===== src/rtl/rollover_pkg.sv =====
// Shared types and constants for the rollover counter slice.
package rollover_pkg;

  typedef enum logic [1:0] {
    IDLE,
    RUN,
    HOLD
  } state_e;

  localparam int unsigned DEFAULT_PERIOD = 9;

endpackage


===== src/rtl/period_slot.sv =====
// One-entry valid/ready holding register for a requested period; the apply
// strobe empties it so the owner can consume the held value.
module period_slot #(
  parameter int unsigned WIDTH = 8
) (
  input  logic             i_clk,
  input  logic             i_reset_n,
  input  logic             i_valid,
  input  logic [WIDTH-1:0] i_data,
  output logic             o_ready,
  input  logic             i_apply,
  output logic             o_pend_valid,
  output logic [WIDTH-1:0] o_pend_data
);

  logic             full_q, full_d;
  logic [WIDTH-1:0] data_q, data_d;

  // Loads are only accepted while empty, so apply and load never collide.
  always_comb begin
    full_d = full_q;
    data_d = data_q;
    if (full_q && i_apply) begin
      full_d = 1'b0;
    end else if (!full_q && i_valid) begin
      full_d = 1'b1;
      data_d = i_data;
    end
  end

  always_ff @(posedge i_clk or negedge i_reset_n) begin
    if (!i_reset_n) begin
      full_q <= 1'b0;
      data_q <= '0;
    end else begin
      full_q <= full_d;
      data_q <= data_d;
    end
  end

  assign o_ready      = ~full_q;
  assign o_pend_valid = full_q;
  assign o_pend_data  = data_q;

endmodule


===== src/rtl/rollover_counter.sv =====
// Programmable-period counter with a registered wrap pulse; new periods are
// staged in a one-entry slot and take effect at the wrap or while idle.
module rollover_counter #(
  parameter int unsigned WIDTH          = 8,
  parameter int unsigned DEFAULT_PERIOD = rollover_pkg::DEFAULT_PERIOD
) (
  input  logic             i_clk,
  input  logic             i_reset_n,
  input  logic             i_enable,
  input  logic [WIDTH-1:0] i_period,
  input  logic             i_period_valid,
  output logic             o_period_ready,
  output logic [WIDTH-1:0] o_count,
  output logic             o_roll_over
);

  import rollover_pkg::*;

  state_e           state_q;
  logic [WIDTH-1:0] count_q;
  logic [WIDTH-1:0] active_q;
  logic             roll_q;

  logic             pend_valid;
  logic [WIDTH-1:0] pend_data;
  logic [WIDTH-1:0] eff_period;
  logic             wrap;
  logic             apply;

  period_slot #(
    .WIDTH (WIDTH)
  ) u_slot (
    .i_clk        (i_clk),
    .i_reset_n    (i_reset_n),
    .i_valid      (i_period_valid),
    .i_data       (i_period),
    .o_ready      (o_period_ready),
    .i_apply      (apply),
    .o_pend_valid (pend_valid),
    .o_pend_data  (pend_data)
  );

  // Idle always sits at count 0, so a period applied there is compared
  // against on the same edge; otherwise it only lands at the wrap.
  always_comb begin
    eff_period = active_q;
    if (state_q == IDLE && pend_valid) begin
      eff_period = pend_data;
    end
    wrap  = i_enable && (count_q == eff_period);
    apply = (state_q == IDLE) || wrap;
  end

  always_ff @(posedge i_clk or negedge i_reset_n) begin
    if (!i_reset_n) begin
      state_q  <= IDLE;
      count_q  <= '0;
      active_q <= WIDTH'(DEFAULT_PERIOD);
      roll_q   <= 1'b0;
    end else begin
      roll_q <= wrap;
      if (apply && pend_valid) begin
        active_q <= pend_data;
      end
      if (i_enable) begin
        count_q <= wrap ? '0 : count_q + 1'b1;
      end
      case (state_q)
        IDLE:    if (i_enable) state_q <= RUN;
        RUN:     if (!i_enable) state_q <= (count_q == '0) ? IDLE : HOLD;
        HOLD:    if (i_enable) state_q <= RUN;
        default: state_q <= IDLE;
      endcase
    end
  end

  assign o_count     = count_q;
  assign o_roll_over = roll_q;

endmodule

===== config.mk =====
export PLATFORM = sky130hd
export DESIGN_NAME = rollover_counter
export DESIGN_NICKNAME = d
export VERILOG_FILES = /design/src/rtl/rollover_pkg.sv /design/src/rtl/period_slot.sv /design/src/rtl/rollover_counter.sv
export SDC_FILE = /design/constraint.sdc
export NUM_CORES = 1
export LEC_CHECK = 0
export CAP_MARGIN = 5
export CORE_MARGIN = 2
export CORE_UTILIZATION = 41
export DETAILED_ROUTE_END_ITERATION = 10
export SETUP_SLACK_MARGIN = 0.15
export SYNTH_ARGS = -nofsm -noshare
export SYNTH_HDL_FRONTEND = slang
export SYNTH_SLANG_ARGS = --single-unit

===== constraint.sdc =====
create_clock -name i_clk -period 2.3 [get_ports i_clk]
set_input_delay 0.46 -clock i_clk [delete_from_list [all_inputs] [get_ports i_clk]]
set_output_delay 0.46 -clock i_clk [all_outputs]
set_load 0.05 [all_outputs]

==> flow_metrics.env, run 1 <==
export IMPL_period_needed_ns=2.19
export IMPL_fmax_ghz=0.457
export IMPL_die_w_um=67.9
export IMPL_ir_worst_vdd_uv=491
export IMPL_worstPathMaxFanout=8
export IMPL_wl_met2_mm=2.02
export IMPL_ys_seq_area_frac=0.421
export IMPL_dieArea_um2=4600
export IMPL_drv_cap=0
export IMPL_fin_skew_ns=0.00803
export IMPL_routed_via_density=5.85
export IMPL_async_flop_share=1.00
export IMPL_cts_root_buf="clkbuf_8"
export IMPL_dr_pass1_iters=6
export IMPL_critPathMaxStageDelay_ns=0.44
export IMPL_fill_cells=357
export IMPL_p_leak_nw=0.893
export IMPL_drc_errors=0
export IMPL_drv_slew=0
export IMPL_core_area_um2=3970
export IMPL_relSlewSlack=0.669
export IMPL_num_rows=23
export IMPL_htreeDepth=1
export IMPL_dr_wl_met3_um=234
export IMPL_hold_path_class="in -> async"
export IMPL_cts_tree="built"
export IMPL_port_buffers=21
export IMPL_cp_arrival_ns=2.35
export IMPL_critPathCaptureType="flop"
export IMPL_layout_drive_gt1_share=0.266
export IMPL_nNetsFinal=222
export IMPL_syn_mean_instance_area_um2=9.83
export IMPL_synth_flop_cell="dfrtp_1"
export IMPL_postPlaceCellArea_um2=1980
export IMPL_hpwl_mm=2.97
export IMPL_path_cells="buf_4 -> buf_4 -> xnor2_1 -> o2111ai_1 -> a222oi_1 -> buf_4 -> mux2i_1 -> a311o_1"
export IMPL_rsz0062_at_grt="true"
export IMPL_antenna_found_initial=0
export IMPL_ios=22
export IMPL_cpMostUsedCell="buf_4"
export IMPL_finalHoldViolCount=0
export IMPL_ys_warn_count=0
export IMPL_drt_initial_drc_count=107
export IMPL_wl_per_cell_um=16.6
export IMPL_outcome="finished clean"
export IMPL_grt_start_max_net_pins=29
export IMPL_syn_num_nets=184
export IMPL_cts_sinks=28
export IMPL_wl_met1_mm=1.89
export IMPL_diodes=0
export IMPL_clk_latency_ns=0.28
export IMPL_hold_slack_ns=0.546
export IMPL_overflow=0
export IMPL_finalSetupViolCount=0
export IMPL_grt_pass1_vias=1408
export IMPL_synth_edf_count=0
export IMPL_numCtsBuffers=3
export IMPL_layout_commonest_cell="buf_4"
export IMPL_path_class="reg -> reg"
export IMPL_grt_pass1_wl_mm=6.87
export IMPL_cp_slowest_cell="a222oi_1"
export IMPL_ant_nets=0
export IMPL_cp_data_required_time_ns=2.46
export IMPL_power_density_nw_per_um2=1240
export IMPL_stdcell_area_um2=2150
export IMPL_start_util=0.421
export IMPL_tightest_slew_ns=0.496
export IMPL_min_period_over_period=0.951
export IMPL_syn2layout_area_growth_pct=28.5
export IMPL_cp_start_kind="flop"
export IMPL_gp_congestion=0.838
export IMPL_clockBufferDepth=2
export IMPL_wirelength_mm=4.27
export IMPL_syn_area_um2=1670
export IMPL_routed_via_count=1504
export IMPL_die_y_um=67.9
export IMPL_synth_seq_cells=28
export IMPL_clkTransAtPathRegs_ns=0.10
export IMPL_routed_top_layer="met4"
export IMPL_final_cell_mix="26 x buf_4, 22 x nand2_1, 19 x dfrtp_1"
export IMPL_grt_total_usage=0.200
export IMPL_synthCells=170
export IMPL_yosysUniqueCellTypes=40
==> stage by stage <==
stage          instances  setup TNS (ns)   util  setup WS (ns)  power [mW]
2_1_floorplan        170               0      -          0.153        1.78
3_3_place_gp         242           -1.33  0.499         -0.176        2.11
3_5_place_dp         242           -1.48  0.499         -0.202        2.15
4_1_cts              252               0  0.529          0.146        2.57
5_1_grt              257               0  0.541         0.0645        2.82
6_report             257               0  0.541          0.112        2.66
==> cells in the mapped netlist (all sizes together) (2+ instances only) <==
library cell	instances	area (um^2)
nand4	11	68.8
dfstp	2	52.6
dfrtp	26	651
nand2b	4	25.0
nand3	2	10.0
mux2	9	101
o2bb2ai	4	35.0
o22ai	2	12.5
xnor2	7	61.3
a222oi	2	20.0
o21ai	6	30.0
inv	8	30.0
nor2b	2	12.5
xor2	5	43.8
o2111ai	2	17.5
mux2i	8	80.1
nand2	23	86.3
clkbuf	8	31.3
nor2	10	37.5
a22o	2	17.5
buf	5	42.5
a311o	8	80.1
ha	2	25.0
==> cell families (layout without fill, tap and decap cells) <==
group | count (synthesis) | after routing | share of synthesized area
buf+inv | 22 | 59 | 0.0644
mux | 17 | 17 | 0.109
fa+ha+maj | 2 | 2 | 0.0150
xor+xnor | 12 | 12 | 0.0629
compound gates | 33 | 33 | 0.167
flops | 28 | 28 | 0.421
simple gates | 56 | 56 | 0.162
==> critical path: cells and delay by family (launching register included) <==
family | cells | cell delay (ns)
buffers and inverters | 3 | 0.56
AOI/OAI and AO/OA | 3 | 0.84
muxes | 1 | 0.10
xor gates and xnor gates | 1 | 0.14
DFF | 1 | 0.43
==> worst paths after layout <==
check                                          endpoint  cells past startpoint  slack (ns)                    start
worst max-delay path            active_q[5]$_DFFE_PN0P_                      8        0.11   o_count[1]$_DFFE_PN0P_
worst min-delay path             o_count[7]$_DFFE_PN0P_                      2        0.55                i_reset_n
worst max register to register  active_q[5]$_DFFE_PN0P_                      8        0.11   o_count[1]$_DFFE_PN0P_
worst min register to register  active_q[2]$_DFFE_PN0P_                      1        0.56  active_q[2]$_DFFE_PN0P_
max in group asynchronous       active_q[0]$_DFFE_PN1P_                      2        1.43                i_reset_n
min in group i_clk              active_q[2]$_DFFE_PN0P_                      1        0.56  active_q[2]$_DFFE_PN0P_
==> registers in the layout (all words and copies together), names as in the netlist <==
signal	cells
u_slot.o_pend_valid	1
o_roll_over	1
u_slot.o_pend_data	8
active_q	8
state_q	2
o_count	8
==> area by class of cell <==
type,count,area (um^2),area share
repair buffers,46,397,0.185
flip-flops and latches,28,712,0.331
inverters,9,33.8,0.0157
clock inverters,1,30.0,0.0140
well taps,50,62.6,0.0291
multi-input cells,120,872,0.406
clock buffers,3,41.3,0.0192
==> power breakdown <==
group          switching, mW  total [mW]  internal (mW)  leakage (nW)
sequential             0.271       0.964          0.693         0.322
combinational          0.704        1.31          0.604         0.535
clock                  0.159       0.392          0.233        0.0357
total                   1.13        2.66           1.53         0.893
==> routing by layer <==
layer  vias to the layer above  GRT usage
met2                        59      0.320
met3                        10     0.0378
met1                       746      0.265
met5                         -          0
li1                        689          -
met4                         0     0.0900
==> timing repair <==
action / CTS / global route
hold buffers: 0 / 0
gates cloned: 0 / 0
pin swaps: 11 / 5
resized for setup: 2 / 5
buffers inserted: 6 / 5
endpoints found under the setup margin: 8 / 19
Note: power is estimated with default switching activity, not from simulation.
==> run 2, diff against run 1 <==
- GPL_TIMING_DRIVEN: not set -> 0
==> flow_metrics.env, run 2 (synthesized netlist as in run 1, its figures left out) <==
export IMPL_cts_root_buf="clkbuf_8"
export IMPL_grt_start_max_net_pins=29
export IMPL_port_buffers=21
export IMPL_cp_arrival_ns=2.40
export IMPL_min_period_over_period=0.968
export IMPL_cts_tree="built"
export IMPL_ant_nets=0
export IMPL_postPlaceCellArea_um2=1960
export IMPL_seqPwrFrac=0.332
export IMPL_layout_commonest_cell="nand2_1"
export IMPL_hold_slack_ns=0.191
export IMPL_post_place_ws_ns=-0.301
export IMPL_drv_cap=0
export IMPL_finalHoldViolCount=0
export IMPL_drc_errors=0
export IMPL_final_util=0.553
export IMPL_finalSetupViolCount=0
export IMPL_cts_hold_buf=0
export IMPL_antenna_found_initial=0
export IMPL_ios=22
export IMPL_hpwl_mm=3.00
export IMPL_outcome="finished clean"
export IMPL_cts_sinks=28
export IMPL_swShare=0.433
export IMPL_drt_initial_drc_count=126
export IMPL_critPathCaptureType="flop"
export IMPL_r2r_start="o_count[4]$_DFFE_PN0P_"
export IMPL_ir_worst_vdd_uv=500
export IMPL_die_y_um=67.9
export IMPL_fin_ws_ns=0.0732
export IMPL_period_needed_ns=2.23
export IMPL_crit_path_start="i_enable"
export IMPL_diodes=0
export IMPL_fin_tns_setup_ns=0
export IMPL_p_switching_mw=1.20
export IMPL_worstPathMaxFanout=5
export IMPL_wirelength_mm=4.66
export IMPL_power_frac_clock=0.146
export IMPL_stdcell_area_um2=2200
export IMPL_die_w_um=67.9
export IMPL_nNetsFinal=224
export IMPL_relSlewSlack=0.564
export IMPL_numCtsBuffers=3
export IMPL_power_density_nw_per_um2=1260
export IMPL_overflow=0
export IMPL_routed_via_count=1540
export IMPL_path_class="in -> reg"
export IMPL_dieArea_um2=4600
export IMPL_core_area_um2=3970
export IMPL_gp_congestion=0.858
export IMPL_start_util=0.421
export IMPL_clk_latency_ns=0.28
export IMPL_clkTransAtPathRegs_ns=0.11
export IMPL_fmax_ghz=0.449
export IMPL_num_rows=23
export IMPL_p_leak_nw=0.889
export IMPL_grt_pass1_vias=1505
export IMPL_grt_total_usage=0.222
export IMPL_fin_skew_ns=0.00658
export IMPL_grt_pass1_wl_mm=7.58
export IMPL_tightest_slew_ns=0.654
export IMPL_final_cell_mix="22 x nand2_1, 18 x dfrtp_1, 18 x clkdlybuf4s50_1"
export IMPL_drv_slew=0
export IMPL_syn2layout_area_growth_pct=31.4
export IMPL_cp_start_kind="input pin"
export IMPL_routed_via_density=5.95
export IMPL_wl_per_cell_um=18.0
export IMPL_pwr_share_comb=0.522
export IMPL_dr_pass1_iters=4
export IMPL_hold_path_class="in -> async"
export IMPL_layout_drive_gt1_share=0.258
export IMPL_htreeDepth=1
export IMPL_cp_data_required_time_ns=2.47
export IMPL_intPower_mw=1.57
export IMPL_rsz0062_at_grt="true"
export IMPL_clockBufferDepth=2
run 2: changes by cell type in the layout (fill, tap and decap cells not counted), sizes merged:
| cell | previous run | this run |
|---|---|---|
| clkbuf | 3 | 12 |
| dlymetal6s2s | 1 | 0 |
| buf | 26 | 20 |
run 2: power by group through the flow:
stage | Sequential (mW) | Combinational (mW) | Clock [mW]
2_1_floorplan | 1.04 | 0.743 | 0
3_3_place_gp | 0.909 | 1.21 | 0
3_5_place_dp | 0.921 | 1.24 | 0
4_1_cts | 0.914 | 1.38 | 0.406
5_1_grt | 0.939 | 1.55 | 0.430
6_report | 0.919 | 1.44 | 0.403
run 2: per-stage QoR:
stage,std cells,total power [mW]
floorplan,170,1.78
global placement,241,2.12
detailed placement,241,2.16
CTS,257,2.70
global route,259,2.92
finish,259,2.77
run 2: layout make-up:
type | instances | area (um^2)
fillers | 339 | 1780
multi-input cells | 120 | 906
flip-flops and latches | 28 | 713
repair buffers | 35 | 308
plain buffers | 13 | 101
well taps | 50 | 62.6
clock buffers | 3 | 41.3
inverters | 9 | 33.8
clock inverters | 1 | 30.0
run 2: worst paths after layout:
path	to	slack, ns	depth (start not counted)
setup / recovery	o_count[1]$_DFFE_PN0P_	0.07	9
hold / removal	o_roll_over$_DFF_PN0_	0.19	1
setup reg to reg	o_count[1]$_DFFE_PN0P_	0.08	10
hold reg to reg	state_q[0]$_DFFE_PN0P_	0.54	1
max in group asynchronous	o_count[1]$_DFFE_PN0P_	1.65	1
min in group i_clk	state_q[0]$_DFFE_PN0P_	0.54	1
run 2: layer usage:
layer	wire [um]	up-vias	global-route usage	share of wire
met1	2060	750	0.307	0.44
met5	0	-	0	0
met2	2180	85	0.348	0.47
met4	87	0	0.0825	0.019
li1	-	693	-	-
met3	330	12	0.0395	0.071
run 2: timing repair:
action,in CTS,in global routing
endpoints found under the setup margin,20,19
pin swaps,12,1
endpoints found under the hold margin,0,0
cloned,2,0
gates resized for setup,22,4
setup buffers,10,2
run 2: critical path, stage by stage:
cell	delay [ns]
clkdlybuf4s50_1	0.49
o21ai_0	0.08
or3_1	0.32
a222oi_1	0.35
buf_4	0.20
buf_6	0.13
nor2b_4	0.16
buf_6	0.13
o22ai_1	0.07
